`src/rtl/round_ctrl.sv`:
```
// rtl/round_ctrl.sv - iterative round controller and state register for a 64-bit four-row cipher
//
// Purpose: loads a plaintext block and fetches one 32-bit round key per round.
//   Each round runs KEY (key addition), then SUB (substitution result capture),
//   then LIN (row rotation). After NR rounds it returns the ciphertext.
// Ports:
//   clk, rst_n                  clock, asynchronous active-low reset
//   in_valid/in_ready, pt       plaintext handshake, rows packed row0..row3 from bit 0
//   rkey_req/rkey_idx           round key request and round number
//   rkey_valid/rkey             round key return
//   sl_row0..3, sl_rkey         rows and latched key to the substitution layer
//   sl_res0..3                  combinational substitution-layer result
//   out_valid/out_ready, ct     ciphertext handshake, same packing as pt

module round_ctrl #(
  parameter int NR = 25
) (
  input  logic        clk,
  input  logic        rst_n,
  input  logic        in_valid,
  output logic        in_ready,
  input  logic [0:63] pt,
  output logic        rkey_req,
  output logic [0:7]  rkey_idx,
  input  logic        rkey_valid,
  input  logic [0:31] rkey,
  output logic [0:15] sl_row0,
  output logic [0:15] sl_row1,
  output logic [0:15] sl_row2,
  output logic [0:15] sl_row3,
  output logic [0:31] sl_rkey,
  input  logic [0:15] sl_res0,
  input  logic [0:15] sl_res1,
  input  logic [0:15] sl_res2,
  input  logic [0:15] sl_res3,
  output logic        out_valid,
  input  logic        out_ready,
  output logic [0:63] ct
);

  typedef enum logic [2:0] {IDLE, KEY, SUB, LIN, DONE} state_t;

  localparam logic [0:7] LAST_ROUND = 8'(NR - 1);

  state_t      state_q;
  logic [0:15] row0_q, row1_q, row2_q, row3_q;
  logic [0:15] row0_d, row1_d, row2_d, row3_d;
  logic [0:31] key_q;
  logic [0:7]  round_q;
  logic [0:63] ct_q;
  logic        in_ready_q, rkey_req_q, out_valid_q;

  assign in_ready  = in_ready_q;
  assign rkey_req  = rkey_req_q;
  assign rkey_idx  = round_q;
  assign out_valid = out_valid_q;
  assign ct        = ct_q;
  assign sl_row0   = row0_q;
  assign sl_row1   = row1_q;
  assign sl_row2   = row2_q;
  assign sl_row3   = row3_q;
  assign sl_rkey   = key_q;

  // Row datapath next state; rotations move bit n to index 0 (the MSB).
  always_comb begin
    row0_d = row0_q;
    row1_d = row1_q;
    row2_d = row2_q;
    row3_d = row3_q;
    unique case (state_q)
      IDLE: begin
        if (in_valid && in_ready_q) begin
          row0_d = pt[0:15];
          row1_d = pt[16:31];
          row2_d = pt[32:47];
          row3_d = pt[48:63];
        end
      end
      KEY: begin
        if (rkey_valid) begin
          row0_d = row0_q ^ rkey[0:15];
          row1_d = row1_q ^ rkey[16:31];
        end
      end
      SUB: begin
        row0_d = sl_res0;
        row1_d = sl_res1;
        row2_d = sl_res2;
        row3_d = sl_res3;
      end
      LIN: begin
        row1_d = {row1_q[1:15],  row1_q[0]};
        row2_d = {row2_q[12:15], row2_q[0:11]};
        row3_d = {row3_q[13:15], row3_q[0:12]};
      end
      default: ;
    endcase
  end

  always_ff @(posedge clk or negedge rst_n) begin
    if (!rst_n) begin
      state_q     <= IDLE;
      row0_q      <= '0;
      row1_q      <= '0;
      row2_q      <= '0;
      row3_q      <= '0;
      key_q       <= '0;
      round_q     <= '0;
      ct_q        <= '0;
      in_ready_q  <= 1'b1;
      rkey_req_q  <= 1'b0;
      out_valid_q <= 1'b0;
    end else begin
      row0_q <= row0_d;
      row1_q <= row1_d;
      row2_q <= row2_d;
      row3_q <= row3_d;
      unique case (state_q)
        IDLE: begin
          if (in_valid && in_ready_q) begin
            round_q    <= '0;
            in_ready_q <= 1'b0;
            rkey_req_q <= 1'b1;
            state_q    <= KEY;
          end
        end
        KEY: begin
          if (rkey_valid) begin
            key_q      <= rkey;
            rkey_req_q <= 1'b0;
            state_q    <= SUB;
          end
        end
        SUB: state_q <= LIN;
        LIN: begin
          if (round_q == LAST_ROUND) begin
            // ct is taken from the post-rotation rows and then held past the handshake.
            ct_q        <= {row0_d, row1_d, row2_d, row3_d};
            out_valid_q <= 1'b1;
            state_q     <= DONE;
          end else begin
            round_q    <= round_q + 8'd1;
            rkey_req_q <= 1'b1;
            state_q    <= KEY;
          end
        end
        DONE: begin
          if (out_ready) begin
            out_valid_q <= 1'b0;
            in_ready_q  <= 1'b1;
            state_q     <= IDLE;
          end
        end
        default: state_q <= IDLE;
      endcase
    end
  end

endmodule
```
`config.mk`:
```
export PLATFORM = sky130hd
export DESIGN_NAME = round_ctrl
export DESIGN_NICKNAME = d
export VERILOG_FILES = /design/src/rtl/round_ctrl.sv
export SDC_FILE = /design/constraint.sdc
export NUM_CORES = 1
export LEC_CHECK = 0
export ABC_CLOCK_PERIOD_IN_PS = 2600
export CORE_AREA = 5 5 173 175
export CTS_CLUSTER_DIAMETER = 60
export CTS_CLUSTER_SIZE = 20
export DETAILED_ROUTE_END_ITERATION = 12
export DIE_AREA = 0 0 178 180
export PLACE_DENSITY = 0.62
export SYNTH_ARGS = -nofsm -noshare
export SYNTH_HDL_FRONTEND = slang
export SYNTH_SLANG_ARGS = --single-unit
```
`constraint.sdc`:
```
create_clock -name clk -period 2.6 [get_ports clk]
set_input_delay 0.39 -clock clk [delete_from_list [all_inputs] [get_ports clk]]
set_output_delay 0.39 -clock clk [all_outputs]
set_load 0.01 [all_outputs]
```
==> results.md, run 1 <==
* IO Port Bufs at 335
* Placed wire-length estimate at 22.2 mm
* Worst endpoint required time at 2.90 ns
* GRT Util Overall at 0.185
* Sequential-to-total area share from yosys stat at 0.527
* Max-slew violation count at 0
* IO Pins at 336
* Area growth, synth to finish at 53.7%
* Seq cells post-synth at 174
* Post-synthesis compound-gate area fraction at 0.159
* CTS tree: built
* Clock Root Buffer: clkbuf_16
* Vias in the first global route at 7590
* Status: finished, final reports clean
* Final worst-path setup slack at 0.327 ns
* Max_slew headroom at 0.465
* First-pass GRT wire length at 46.2 mm
* Core Region at 28300 um2
* Worst-path clk slew at 0.07 ns
* Most common flop cell mapped by yosys: dfrtp_1
* FMAX at 440 MHz
* Dpl cell area at 12100 um2
* Die width at 178 um
* Die area at 32000 um2
* Adder-Cell Fraction of Synth Area at 0.00303
* Clock Skews at 0.0128 ns
* TNS Setup at 0 ns
* Starting Density at 0.292
* Antenna-violating nets left at 0
* CP max FO at 51
* Period utilization at 0.874
* Crit start category: flop
* Sink Count at 174
* Antenna violations before repair at 5
* Power Density at 923 nW/um2
* CTS Buf Count at 17
* Congestion Overflow GR at 0
* Post-Synth XOR/XNOR Area at 0.00529
* Post-detailed-routing wire length at 30.1 mm
* Mapped Area at 8270 um2
* Syn avg cell area at 11.8 um2
* Worst Path Arrival at 2.58 ns
* Skew-Pair Late Insertion Delay at 0.43 ns
* Total iterations of the first detailed-routing run at 5
* Routability cong. at 0.833
* Unique masters post-synth at 50
* Min Clock Period, post-route at 2.27 ns
* Post-CTS Resized at 0
* RSZ-0062 raised after global routing: false
* Largest family of logic cells by synthesized area: multiplexers
* Post-synth EDFFs at 0
* Pleak at 0.00519 uW
* Cells after Synth at 700
* Final Hold Vio Count at 0
* Fraction of layout cells with a size suffix above 1 at 0.137
* Flip-flop and latch area at 4360 um2
* Post-synthesis mux area share at 0.181
* Setup violators final at 0
* Max-Cap Viols at 0
* Post-DR vias/cell at 5.02
* Synth async-reset ratio at 1.00
* Largest net degree at the start of global routing at 54
* Worst setup EP type: flop
* Setup Crit Path Kind: reg -> reg
* Clock Path Buffers at 2
* Vias at 7176
* Area of the multi-input gates at 3500 um2
* H-tree levels at 4
* Hold Crit Class: reg -> reg
* Placement Rows at 62
* Synthesis Warnings at 0
* Die Ht at 180 um
* Worst Tran Pin Value at 0.800 ns
* WL per Instance at 21.1 um
* Pre-CTS setup slack at 0.239 ns
* Simple-Gate Fraction of Synth Area at 0.0718
* Filler instances at 2683
* DR iter-0 viols at 457
* Design Area, Final at 12700 um2
* Nets at 1197
* Worst reg-to-reg path cell count at 5
* Post-route DRC at 0
* Hold Path Depth at 1
* Peak VDD IR at 0.000387 V
* Synth Net Count at 867
==> final cells by class <==
cell class | count | share of cell area
Antenna cell | 2 | 0.000394
Clock buffer | 19 | 0.0340
Clock inverter | 13 | 0.00964
Inverter | 36 | 0.0106
Multi-Input combinational cell | 433 | 0.275
Sequential cell | 174 | 0.343
Tap cell | 384 | 0.0378
Timing Repair Buffer | 368 | 0.289
==> worst max-delay path: stages (launching register included) <==
cell and delay, ns:
dfrtp_4 0.49, buf_4 0.27, nand3b_1 0.20, or3_4 0.44
buf_4 0.33, mux2_1 0.39
==> per-layer routing <==
metal  wire length, um  global-route usage  vias to the layer above
li1                  -                   -                     3266
met1             12400               0.227                     3570
met2             14500               0.304                      297
met3              2640              0.0651                       37
met4               597              0.0538                        6
met5                47                   0                        -
==> cell usage after synthesis (4+ instances only) <==
cell type    n  area [um2]
dfrtp_1    173        4330
mux2_2      52         586
nor2_1      43         161
o21ai_1     40         200
a221o_1     35         350
inv_1       35         131
mux2i_1     32         320
mux2_1      26         293
buf_2       25         125
nand2_1     23        86.3
a21oi_1     21         105
mux2_4      20         300
nor2b_1     19         119
clkbuf_1    18        67.6
a222oi_1    15         150
nand3_1     15        75.1
a32oi_1     14         123
o211ai_1    14         105
a221oi_1    13         114
o21ai_0     10        50.1
buf_6        6        67.6
buf_1        4        15.0
buf_4        4        30.0
==> cell families after synthesis <==
group / count (synthesis)
AOI/OAI and AO/OA: 176
DFF: 174
muxes: 130
and+or+nand+nor: 120
buffers and inverters: 93
xor gates and xnor gates: 5
adders and majority gates: 2
==> sequential cells by signal (all words and copies together) (netlist names) <==
name and flops:
sl_rkey 32, rkey_req 1, sl_row3 16, ct 64
sl_row2 16, in_ready 1, sl_row0 16, out_valid 1
rkey_idx 8, sl_row1 16, state_q 3
==> path summary, 6_finish.rpt <==
| kind | start | end | slack [ns] |
|---|---|---|---|
| max | state_q[0]$_DFFE_PN0P_ | ct[38]$_DFFE_PN0N_ | 0.33 |
| min in group asynchronous | rst_n | ct[12]$_DFFE_PN0N_ | 0.51 |
| max in group asynchronous | rst_n | sl_rkey[8]$_DFFE_PN0P_ | 1.41 |
| min | sl_rkey[1]$_DFFE_PN0P_ | sl_rkey[1]$_DFFE_PN0P_ | 0.49 |
| min reg2reg | sl_rkey[1]$_DFFE_PN0P_ | sl_rkey[1]$_DFFE_PN0P_ | 0.49 |
| max reg2reg | state_q[0]$_DFFE_PN0P_ | ct[38]$_DFFE_PN0N_ | 0.33 |
==> power by group <==
part           switching (uW)  total, uW  internal [uW]  leakage (uW)
logic                    2170       4970           2800       0.00290
registers                 737       4280           3540       0.00202
clock network            1210       2480           1270      0.000271
==> cells in the final DEF (no fill, tap or decap), types with 4 or more instances in the layout <==
cell type and instances:
a21oi_1 21, nand3_1 15, buf_4 26, o21ai_1 40
mux2_2 52, a221o_1 35, mux2_4 20, nor2_1 43
o21ai_0 10, dfrtp_1 172, inv_8 4, buf_12 6
clkdlybuf4s50_1 334, nor2b_1 18, o211ai_1 14, clkbuf_16 17
mux2i_1 32, inv_1 35, a221oi_1 13, a222oi_1 15
a32oi_1 14, mux2_1 26, inv_6 5, nand2_1 23
==> stage by stage <==
| step | instances | utilization | total power, uW | hold WS, ns |
|---|---|---|---|---|
| floorplan | 700 | - | 6490 | 0.0944 |
| global placement | 1394 | 0.429 | 9250 | 0.389 |
| detailed placement | 1394 | 0.429 | 9310 | 0.396 |
| CTS | 1427 | 0.449 | 11900 | 0.491 |
| global route | 1429 | 0.449 | 12400 | 0.499 |
| finish | 1429 | 0.449 | 11700 | 0.487 |
==> what timing repair did <==
action / CTS / global route
hold buffers: 1 / 0
buffers inserted: 0 / 0
hold endpoints to repair: 49 / 0
(Power assumes the default switching activity.)
==> run 2, diff against run 1 <==
--- a/config.mk
+++ b/config.mk
@@ -6,6 +6,7 @@
 export NUM_CORES = 1
 export LEC_CHECK = 0
 export ABC_CLOCK_PERIOD_IN_PS = 2600
+export CAP_MARGIN = 20
 export CORE_AREA = 5 5 173 175
 export CTS_CLUSTER_DIAMETER = 60
 export CTS_CLUSTER_SIZE = 20
==> results of run 2 <==
Same layout as run 1: the final DEF is identical, and so are final timing and power.
